[config.mk]
export PLATFORM = sky130hd
export DESIGN_NAME = exec_control_core_flat
export DESIGN_NICKNAME = d
export VERILOG_FILES = /design/src/rtl/exec_control_core_pkg.sv /design/src/rtl/exec_control_core_if.sv /design/src/rtl/exec_control_core_alu.sv /design/src/rtl/exec_control_core.sv /design/src/flat_wrapper.sv
export SDC_FILE = /design/constraint.sdc
export NUM_CORES = 1
export LEC_CHECK = 0
export ABC_AREA = 1
export CAP_MARGIN = 0
export CORE_MARGIN = 2
export CORE_UTILIZATION = 50
export DETAILED_ROUTE_END_ITERATION = 7
export DONT_BUFFER_PORTS = 1
export GPL_ROUTABILITY_DRIVEN = 0
export SYNTH_ARGS = -nofsm -noshare
export SYNTH_HDL_FRONTEND = slang
export SYNTH_SLANG_ARGS = --single-unit
export TNS_END_PERCENT = 50
[constraint.sdc]
create_clock -name clk -period 9.1 [get_ports clk]
set_clock_uncertainty 0.15 [all_clocks]
set_input_delay 1.82 -clock clk [delete_from_list [all_inputs] [get_ports clk]]
set_output_delay 1.82 -clock clk [all_outputs]
set_load 0.01 [all_outputs]
[src/rtl/exec_control_core_pkg.sv]
`default_nettype none
// ---------------------------------------------------------------------------
// | Module   : exec_control_core_pkg                                        |
// | Purpose  : Shared types and opcode constants for the execute/control    |
// |            core (ALU modes, write-back source, PC source, control set). |
// | Revision : 1.0  initial release                                         |
// ---------------------------------------------------------------------------
package exec_control_core_pkg;

  // ALU operation codes; value equals {funct7[5], funct3} for R-type ops
  typedef enum logic [3:0] {
    ALU_ADD    = 4'b0000,
    ALU_SLL    = 4'b0001,
    ALU_SLT    = 4'b0010,
    ALU_SLTU   = 4'b0011,
    ALU_XOR    = 4'b0100,
    ALU_SRL    = 4'b0101,
    ALU_OR     = 4'b0110,
    ALU_AND    = 4'b0111,
    ALU_SUB    = 4'b1000,
    ALU_SRA    = 4'b1101,
    ALU_PASS_B = 4'b1111
  } alu_mode_t;

  typedef enum logic [1:0] {
    DEST_REG_FROM_NONE    = 2'd0,
    DEST_REG_FROM_ALU     = 2'd1,
    DEST_REG_FROM_BUS     = 2'd2,
    DEST_REG_FROM_NEXT_PC = 2'd3
  } dest_reg_from_t;

  typedef enum logic [0:0] {
    PC_SRC_STEP = 1'b0,
    PC_SRC_ALU  = 1'b1
  } pc_src_t;

  typedef enum logic [0:0] {
    ST_FETCH   = 1'b0,
    ST_EXECUTE = 1'b1
  } ctrl_state_t;

  typedef struct packed {
    logic           sel_alu_a;
    logic           sel_alu_b;
    dest_reg_from_t dest_reg_from;
    pc_src_t        pc_src;
    logic           en_comp_unit;
    logic           dbus_re;
    logic           dbus_we;
  } ins_ctrl_signals_t;

  localparam logic [6:0] c_OPC_LUI      = 7'b0110111;
  localparam logic [6:0] c_OPC_AUIPC    = 7'b0010111;
  localparam logic [6:0] c_OPC_JAL      = 7'b1101111;
  localparam logic [6:0] c_OPC_JALR     = 7'b1100111;
  localparam logic [6:0] c_OPC_BRANCH   = 7'b1100011;
  localparam logic [6:0] c_OPC_LOAD     = 7'b0000011;
  localparam logic [6:0] c_OPC_STORE    = 7'b0100011;
  localparam logic [6:0] c_OPC_OP_IMM   = 7'b0010011;
  localparam logic [6:0] c_OPC_OP       = 7'b0110011;
  localparam logic [6:0] c_OPC_MISC_MEM = 7'b0001111;
  localparam logic [6:0] c_OPC_SYSTEM   = 7'b1110011;

  // Build an ALU mode from the instruction's funct7[5] and funct3 bits
  function automatic logic [3:0] f_alu_mode(input logic i_f7b5, input logic [2:0] i_f3);
    return {i_f7b5, i_f3};
  endfunction

endpackage
`default_nettype wire

[src/rtl/exec_control_core_if.sv]
`default_nettype none
// ---------------------------------------------------------------------------
// | Module   : exec_control_core_if                                         |
// | Purpose  : Bundle between the CPU top level (master) and the execute/   |
// |            control core (slave): instruction fields, operands, results  |
// |            and datapath control.                                        |
// | Revision : 1.0  initial release                                         |
// ---------------------------------------------------------------------------
interface exec_control_core_if #(
  parameter int XLEN = 32
);
  logic            stall;
  logic [6:0]      opcode;
  logic [2:0]      f3;
  logic [6:0]      f7;
  logic [XLEN-1:0] alu_in_a;
  logic [XLEN-1:0] alu_in_b;
  logic [XLEN-1:0] cmp_a;
  logic [XLEN-1:0] cmp_b;

  logic [XLEN-1:0] alu_out;
  logic            cmp_result;
  logic [3:0]      alu_mode;
  logic            sel_alu_a;
  logic            sel_alu_b;
  logic [1:0]      dest_reg_from;
  logic            pc_src;
  logic            en_comp_unit;
  logic            dbus_re;
  logic            dbus_we;
  logic            load_ir;
  logic            en_iaddr;
  logic            en_pc_counter;

  modport master (
    output stall, opcode, f3, f7, alu_in_a, alu_in_b, cmp_a, cmp_b,
    input  alu_out, cmp_result, alu_mode, sel_alu_a, sel_alu_b, dest_reg_from,
           pc_src, en_comp_unit, dbus_re, dbus_we, load_ir, en_iaddr, en_pc_counter
  );

  modport slave (
    input  stall, opcode, f3, f7, alu_in_a, alu_in_b, cmp_a, cmp_b,
    output alu_out, cmp_result, alu_mode, sel_alu_a, sel_alu_b, dest_reg_from,
           pc_src, en_comp_unit, dbus_re, dbus_we, load_ir, en_iaddr, en_pc_counter
  );
endinterface
`default_nettype wire

[src/rtl/exec_control_core_alu.sv]
`default_nettype none
// ---------------------------------------------------------------------------
// | Module   : exec_alu                                                     |
// | Purpose  : Combinational RV32I ALU. Wrapping arithmetic, 5-bit shift    |
// |            amount, sign-filling SRA; unassigned modes yield zero.       |
// | Revision : 1.0  initial release                                         |
// ---------------------------------------------------------------------------
module exec_alu
  import exec_control_core_pkg::*;
#(
  parameter int XLEN = 32
) (
  input  wire logic [3:0]      i_mode,
  input  wire logic [XLEN-1:0] i_a,
  input  wire logic [XLEN-1:0] i_b,
  output logic      [XLEN-1:0] o_result
);

  logic [4:0] w_shamt;
  assign w_shamt = i_b[4:0];

  // Select the result of the requested operation
  always_comb begin
    o_result = '0;
    case (i_mode)
      ALU_ADD:    o_result = i_a + i_b;
      ALU_SUB:    o_result = i_a - i_b;
      ALU_SLL:    o_result = i_a << w_shamt;
      ALU_SLT:    o_result = {{(XLEN-1){1'b0}}, ($signed(i_a) < $signed(i_b))};
      ALU_SLTU:   o_result = {{(XLEN-1){1'b0}}, (i_a < i_b)};
      ALU_XOR:    o_result = i_a ^ i_b;
      ALU_SRL:    o_result = i_a >> w_shamt;
      ALU_SRA:    o_result = $unsigned($signed(i_a) >>> w_shamt);
      ALU_OR:     o_result = i_a | i_b;
      ALU_AND:    o_result = i_a & i_b;
      ALU_PASS_B: o_result = i_b;
      default:    o_result = '0;
    endcase
  end

endmodule
`default_nettype wire

[src/rtl/exec_control_core.sv]
`default_nettype none
// ---------------------------------------------------------------------------
// | Module   : exec_control_core                                            |
// | Purpose  : Execute-stage ALU, branch comparator, fetch/execute FSM and  |
// |            instruction decoder for the multi-cycle RV32I core.          |
// | Revision : 1.0  initial release                                         |
// ---------------------------------------------------------------------------
module exec_control_core
  import exec_control_core_pkg::*;
#(
  parameter int XLEN = 32
) (
  input wire logic           clk,
  input wire logic           rst,   // asynchronous, active low
  exec_control_core_if.slave bus
);

  ctrl_state_t       r_state;
  ctrl_state_t       w_state_next;
  ins_ctrl_signals_t w_ctrl;
  logic [3:0]        w_alu_mode;
  logic [XLEN-1:0]   w_alu_out;
  logic              w_cmp;
  logic              w_en_iaddr;
  logic              w_load_ir;
  logic              w_en_pc_counter;

  // Only funct7[5] matters to RV32I decode; the remaining bits are ignored
  logic w_unused_f7;
  assign w_unused_f7 = ^{bus.f7[6], bus.f7[4:0]};

  exec_alu #(.XLEN(XLEN)) u_alu (
    .i_mode   (w_alu_mode),
    .i_a      (bus.alu_in_a),
    .i_b      (bus.alu_in_b),
    .o_result (w_alu_out)
  );

  // Branch condition evaluation from funct3
  always_comb begin
    w_cmp = 1'b0;
    case (bus.f3)
      3'b000:  w_cmp = (bus.cmp_a == bus.cmp_b);
      3'b001:  w_cmp = (bus.cmp_a != bus.cmp_b);
      3'b100:  w_cmp = ($signed(bus.cmp_a) <  $signed(bus.cmp_b));
      3'b101:  w_cmp = ($signed(bus.cmp_a) >= $signed(bus.cmp_b));
      3'b110:  w_cmp = (bus.cmp_a <  bus.cmp_b);
      3'b111:  w_cmp = (bus.cmp_a >= bus.cmp_b);
      default: w_cmp = 1'b0;
    endcase
  end

  // State register; reset aborts any instruction and restarts with a fetch
  always_ff @(posedge clk or negedge rst) begin
    if (!rst) r_state <= ST_FETCH;
    else      r_state <= w_state_next;
  end

  // Next-state and sequencing strobes; stall freezes the current state
  always_comb begin
    w_state_next    = r_state;
    w_en_iaddr      = 1'b0;
    w_load_ir       = 1'b0;
    w_en_pc_counter = 1'b0;
    case (r_state)
      ST_FETCH: begin
        w_en_iaddr = 1'b1;
        w_load_ir  = 1'b1;
        if (!bus.stall) w_state_next = ST_EXECUTE;
      end
      ST_EXECUTE: begin
        w_en_pc_counter = 1'b1;
        if (!bus.stall) w_state_next = ST_FETCH;
      end
      default: w_state_next = ST_FETCH;
    endcase
  end

  // Instruction decode; controls stay inactive outside EXECUTE
  always_comb begin
    w_ctrl     = '0;
    w_alu_mode = ALU_ADD;
    if (r_state == ST_EXECUTE) begin
      case (bus.opcode)
        c_OPC_LUI: begin
          w_ctrl.sel_alu_b     = 1'b1;
          w_alu_mode           = ALU_PASS_B;
          w_ctrl.dest_reg_from = DEST_REG_FROM_ALU;
        end
        c_OPC_AUIPC: begin
          w_ctrl.sel_alu_a     = 1'b1;
          w_ctrl.sel_alu_b     = 1'b1;
          w_ctrl.dest_reg_from = DEST_REG_FROM_ALU;
        end
        c_OPC_JAL: begin
          w_ctrl.sel_alu_a     = 1'b1;
          w_ctrl.sel_alu_b     = 1'b1;
          w_ctrl.pc_src        = PC_SRC_ALU;
          w_ctrl.dest_reg_from = DEST_REG_FROM_NEXT_PC;
        end
        c_OPC_JALR: begin
          // Target bit 0 is cleared downstream in the PC block
          w_ctrl.sel_alu_b     = 1'b1;
          w_ctrl.pc_src        = PC_SRC_ALU;
          w_ctrl.dest_reg_from = DEST_REG_FROM_NEXT_PC;
        end
        c_OPC_BRANCH: begin
          w_ctrl.en_comp_unit = 1'b1;
        end
        c_OPC_LOAD: begin
          w_ctrl.sel_alu_b     = 1'b1;
          w_ctrl.dbus_re       = 1'b1;
          w_ctrl.dest_reg_from = DEST_REG_FROM_BUS;
        end
        c_OPC_STORE: begin
          w_ctrl.sel_alu_b = 1'b1;
          w_ctrl.dbus_we   = 1'b1;
        end
        c_OPC_OP_IMM: begin
          // funct7[5] of an I-type is immediate data, except for SRLI/SRAI
          w_ctrl.sel_alu_b     = 1'b1;
          w_ctrl.dest_reg_from = DEST_REG_FROM_ALU;
          if (bus.f3 == 3'b101) w_alu_mode = f_alu_mode(bus.f7[5], bus.f3);
          else                  w_alu_mode = f_alu_mode(1'b0, bus.f3);
        end
        c_OPC_OP: begin
          w_ctrl.dest_reg_from = DEST_REG_FROM_ALU;
          w_alu_mode           = f_alu_mode(bus.f7[5], bus.f3);
        end
        default: begin
          // MISC-MEM, SYSTEM and unknown opcodes execute as NOP
          w_ctrl     = '0;
          w_alu_mode = ALU_ADD;
        end
      endcase
    end
  end

  assign bus.alu_out       = w_alu_out;
  assign bus.cmp_result    = w_cmp;
  assign bus.alu_mode      = w_alu_mode;
  assign bus.sel_alu_a     = w_ctrl.sel_alu_a;
  assign bus.sel_alu_b     = w_ctrl.sel_alu_b;
  assign bus.dest_reg_from = w_ctrl.dest_reg_from;
  assign bus.pc_src        = w_ctrl.pc_src;
  assign bus.en_comp_unit  = w_ctrl.en_comp_unit;
  assign bus.dbus_re       = w_ctrl.dbus_re;
  assign bus.dbus_we       = w_ctrl.dbus_we;
  assign bus.load_ir       = w_load_ir;
  assign bus.en_iaddr      = w_en_iaddr;
  assign bus.en_pc_counter = w_en_pc_counter;

endmodule
`default_nettype wire

[src/flat_wrapper.sv]
// flat-port wrapper written by rule: the top's interface ports become plain ports
module exec_control_core_flat import exec_control_core_pkg::*;
#(
  parameter int XLEN = 32
)
  (clk, rst, bus_stall, bus_opcode, bus_f3, bus_f7, bus_alu_in_a, bus_alu_in_b, bus_cmp_a, bus_cmp_b, bus_alu_out, bus_cmp_result, bus_alu_mode, bus_sel_alu_a, bus_sel_alu_b, bus_dest_reg_from, bus_pc_src, bus_en_comp_unit, bus_dbus_re, bus_dbus_we, bus_load_ir, bus_en_iaddr, bus_en_pc_counter);
  exec_control_core_if #(.XLEN(XLEN)) bus_i ();
  input wire logic clk;
  input wire logic rst;
  input wire logic [$bits(bus_i.stall)-1:0] bus_stall;
  input wire logic [$bits(bus_i.opcode)-1:0] bus_opcode;
  input wire logic [$bits(bus_i.f3)-1:0] bus_f3;
  input wire logic [$bits(bus_i.f7)-1:0] bus_f7;
  input wire logic [$bits(bus_i.alu_in_a)-1:0] bus_alu_in_a;
  input wire logic [$bits(bus_i.alu_in_b)-1:0] bus_alu_in_b;
  input wire logic [$bits(bus_i.cmp_a)-1:0] bus_cmp_a;
  input wire logic [$bits(bus_i.cmp_b)-1:0] bus_cmp_b;
  output wire logic [$bits(bus_i.alu_out)-1:0] bus_alu_out;
  output wire logic [$bits(bus_i.cmp_result)-1:0] bus_cmp_result;
  output wire logic [$bits(bus_i.alu_mode)-1:0] bus_alu_mode;
  output wire logic [$bits(bus_i.sel_alu_a)-1:0] bus_sel_alu_a;
  output wire logic [$bits(bus_i.sel_alu_b)-1:0] bus_sel_alu_b;
  output wire logic [$bits(bus_i.dest_reg_from)-1:0] bus_dest_reg_from;
  output wire logic [$bits(bus_i.pc_src)-1:0] bus_pc_src;
  output wire logic [$bits(bus_i.en_comp_unit)-1:0] bus_en_comp_unit;
  output wire logic [$bits(bus_i.dbus_re)-1:0] bus_dbus_re;
  output wire logic [$bits(bus_i.dbus_we)-1:0] bus_dbus_we;
  output wire logic [$bits(bus_i.load_ir)-1:0] bus_load_ir;
  output wire logic [$bits(bus_i.en_iaddr)-1:0] bus_en_iaddr;
  output wire logic [$bits(bus_i.en_pc_counter)-1:0] bus_en_pc_counter;
  assign bus_i.stall = bus_stall;
  assign bus_i.opcode = bus_opcode;
  assign bus_i.f3 = bus_f3;
  assign bus_i.f7 = bus_f7;
  assign bus_i.alu_in_a = bus_alu_in_a;
  assign bus_i.alu_in_b = bus_alu_in_b;
  assign bus_i.cmp_a = bus_cmp_a;
  assign bus_i.cmp_b = bus_cmp_b;
  assign bus_alu_out = bus_i.alu_out;
  assign bus_cmp_result = bus_i.cmp_result;
  assign bus_alu_mode = bus_i.alu_mode;
  assign bus_sel_alu_a = bus_i.sel_alu_a;
  assign bus_sel_alu_b = bus_i.sel_alu_b;
  assign bus_dest_reg_from = bus_i.dest_reg_from;
  assign bus_pc_src = bus_i.pc_src;
  assign bus_en_comp_unit = bus_i.en_comp_unit;
  assign bus_dbus_re = bus_i.dbus_re;
  assign bus_dbus_we = bus_i.dbus_we;
  assign bus_load_ir = bus_i.load_ir;
  assign bus_en_iaddr = bus_i.en_iaddr;
  assign bus_en_pc_counter = bus_i.en_pc_counter;
  exec_control_core #(.XLEN(XLEN)) u_core (.clk(clk), .rst(rst), .bus(bus_i));
endmodule
# Word-level counts from Yosys, hierarchy flattened
# Cells that the tools add are included.
# totals
register_bits	1
input_bits	148
output_inout_bits	48
wordCells	66
# classes
n_addsub	2
n_lt_le_gt_ge	6
n_eq_ne	26
n_shift	3
muxes	18
n_bitwise	4
n_reduce_logical	6
# op_table
op	count
$pmux 32 s11	1
$lt 32x32->1	4
$ge 32x32->1	2
$add 32x32->32	1
$and 32x32->32	1
$eq 32x32->1	1
$ne 32x32->1	1
$or 32x32->32	1
$shl 32x5->32	1
$shr 32x5->32	1
$sshr 32x5->32	1
$sub 32x32->32	1
$xor 32x32->32	1
$eq 7x6->1 const B	3
$eq 7x7->1 const B	3
$eq 4x3->1 const B	4
$eq 7x5->1 const B	2
$eq 3x3->1 const B	4
$eq 4x4->1 const B	3
$pmux 4 s3	1
$mux 1	10
$eq 4x2->1 const B	2
$mux 4	2
$mux 8	1
other kinds (12)	13

# Depth between registers and ports, before layout
# depth
ltp_word	6
ltp_mapped	21
depth_no_buf	17

# Hierarchy
# Synthesis repeated with hierarchy kept, for this count alone.
# unflattened
cells_unflattened	2369
area_unflattened_um2	11508.5
# modules_own_cells
mod	n_inst	cells_each	area_per_inst_um2	seq_area_each_um2
exec_alu	1	2156	10268.6	0.0
exec_control_core	1	213	1239.9	25.0

# Least setup slack after synthesis
# OpenSTA, ideal clock, no wires.
# synth_timing
path_kind	input -> output
start	in bus_alu_in_b[2]
end	out bus_alu_out[0]
t_arrival_ns	4.110
t_required_ns	7.130
path_slack_ns	3.020
cell_stages	18
path_buffers	4
cell_sequence	clkbuf_1 -> inv_1 -> buf_2 -> buf_1 -> ha_1 -> buf_2 -> inv_1 -> nand2_1 -> o21ai_0 -> nand2_1 -> nand2_1 -> nand2_1 -> nand3_1 -> nand2_1 -> nand2_1 -> nor2_1 -> nor2_1 -> nand3_1
# synth_between
elab_chain_len	2
word_cells_on_any_way	6
cone_classes	order compare (2); shift (3); mux (1)
# synth_rtl
element	line_no	rtl
start: declaration	flat_wrapper.sv:15	input wire logic [$bits(bus_i.alu_in_b)-1:0] bus_alu_in_b;
$lt 32x32->1, or another cell as far along	exec_control_core_alu.sv:30	ALU_SLTU: o_result = {{(XLEN-1){1'b0}}, (i_a < i_b)};
$pmux 32 s11 *	exec_control_core_alu.sv:25	case (i_mode)
end: declaration	flat_wrapper.sv:18	output wire logic [$bits(bus_i.alu_out)-1:0] bus_alu_out;
# Mark *: on every way between the ends. The rest lies on a longest branch, timed or not.

# Worst setup path after layout
# Same ends and word-level chain as after synthesis.

==> flow_summary.ini <==
[detailed_routing]
drt-wirelength-per-cell_um = 20.1
viasPerCell = 6.06
routed-via-count = 17000
dr.first_iter.drc_count = 2739
post-route-drc-count = 0
drt_pre_antenna_iters = 8
ant_nets = 0
finalWirelength_mm = 56.3

[placement]
dp_cells = 2806
dpl_cell_area_um2 = 12300
portBuffers = 0
place_hpwl_mm = 46.1

[timing]
period_share = 0.741
setup_viol = 0
worst_pin_slew_ps = 1430
layout_min_cycle_time_ps = 6740
slew_headroom = 0.0446
grt_setup_unrepaired = no
hold_violations = 0
setup-tns-final_ps = 0
slew_violations = 0
max_freq_mhz = 148

[synth]
synthCells = 2589
syn_area_um2 = 12400
ys_warn_count = 0
synthDistinctLibCells = 42
syn_area_per_cell_um2 = 4.79
ys_seq_area_frac = 0.00202
ys_ff_latch = 1
synth_nets = 2869

[global_routing]
grt_pass1_vias = 14900
grt_start_max_net_pins = 73
grt_pass1_wl_mm = 83.5
grt.total_usage = 0.411
grt_overflow = 0
antenna_found_initial = 1

[worst_setup_path]
critPathArrivalTime_ps = 4770
required_ps = 7130
critPathLaunch = bus_alu_in_b[2]
cpMostUsedCell = nand2_1
path_buf_inv = 3
worstPathMaxFanout = 69
path_cells = inv_2 -> buf_4 -> ha_1 -> inv_1 -> nand2_1 -> o21ai_0 -> nand2_1 -> nand2_1 -> nand2_1 -> nand3_1 -> nand2_1 -> nand2_1 -> nor2_1 -> nor2_1 -> nand3_1
cp_slowest_stage_delay_ps = 590
crit_family = simple AND/OR/NAND/NOR gates
start_kind = primary input
reg2reg_from = u_core.r_state
slowest_stage = buf_4
crit_type = primary input to output port
endpoint_kind = output port
ff2ff_setup_slack_ps = 7970

[clocking]
clk_pin_slew_ps = 0
clk_latency_ps = 0
postCtsHoldBufs = 0
cts_setup_buffers = 0
cts_resized = 0

[layout]
final_common_cell = nand2_1
area_growth_pct = -0.555
layout-drive-gt1-share = 0.0214
final_cell_mix = 868 x nand2_1, 464 x nand3_1, 354 x inv_1
largest_reg_flops = 1
design_area_um2 = 12300
final_cells = 2806
fillers = 2820
nets = 2764
largest-register = u_core.r_state
reg.largest.list = u_core.r_state (1)
diodes = 0

[floorplanning]
io_pins = 196
std_cell_rows = 57
initial_core_util = 0.510
die_w_um = 161
die_area_um2 = 26100
core_um2 = 24300
die_h_um = 161

[run]
maxCapViolCount = 0

[hold_path]
hold_class = flip-flop to flip-flop
min_from = u_core.r_state

[power_and_ir_drop]
power_density_nw_per_um2 = 57.3
ir_drop_mv = 0.0439
power_leakage_nw = 7.20

[status]
outcome = finished clean
-- cell families (layout without fill, tap and decap cells) --
logic type | Yosys count | after routing | synth area share
simple gates | 1737 | 1737 | 0.603
buf+inv | 483 | 376 | 0.154
compound gates | 216 | 216 | 0.0928
fa+ha+maj | 132 | 132 | 0.134
xor+xnor | 20 | 20 | 0.0141
flops | 1 | 1 | 0.00202
-- where the power goes --
| group | leakage [nW] | switching, mW | internal [mW] |
|---|---|---|---|
| Clock | 0 | 0 | 0 |
| Sequential | 0.0117 | 0.0113 | 0.00669 |
| Combinational | 7.19 | 0.491 | 0.198 |
-- cells in the mapped netlist, drive strengths merged --
cell,number,area [um2]
and2,4,25.0
buf,66,347
nand2,883,3370
fa,2,40.0
o21ai,84,420
o22ai,10,62.6
nand4,43,269
clkinv,1,3.75
o211ai,8,60.1
o31ai,1,7.51
nor3b,1,7.51
nand3b,15,113
and3,2,12.5
dfrtp,1,25.0
nor2b,1,6.26
nor3,18,95.1
xnor2,1,8.76
nor4,3,18.8
a22oi,2,15.0
a21oi,99,495
a21o,2,15.0
inv,368,1380
xor2,19,166
nor2,293,1170
or2,10,62.6
nand3,464,2320
clkbuf,48,180
o21bai,10,75.1
ha,130,1630
-- per-layer routing --
layer / share of wire / up-vias / wire (um) / track usage
met3: 0.14 / 242 / 7940 / 0.0894
met4: 0.068 / 0 / 3830 / 0.220
met1: 0.37 / 7548 / 21000 / 0.535
li1: - / 8022 / - / -
met5: 0 / - / 0 / 0
met2: 0.42 / 1189 / 23500 / 0.633
-- cell type report --
class                   count  area (um2)  share of cell area
repair buffers              7        52.6             0.00426
multi-input cells        2105       10500               0.849
flip-flops and latches      1        25.0             0.00203
well taps                 324         405              0.0329
inverters                 369        1390               0.112
-- per-stage QoR --
step	worst slack [ps]	utilization	power (mW)	hold slack (ps)
floorplan	3020	-	0.521	600
global placement	2590	0.507	0.668	684
detailed placement	2530	0.507	0.676	698
CTS	2530	0.507	0.679	702
global route	2220	0.507	0.769	736
finish	2360	0.507	0.707	701
-- path summary, 6_finish.rpt --
path                                  endpoint  cells past startpoint
min in group asynchronous       u_core.r_state                      0
worst max register to register  u_core.r_state                      1
worst min register to register  u_core.r_state                      1
worst min-delay path            u_core.r_state                      1
worst max-delay path            bus_alu_out[0]                     15
max in group asynchronous       u_core.r_state                      0
(Power assumes the default switching activity.)
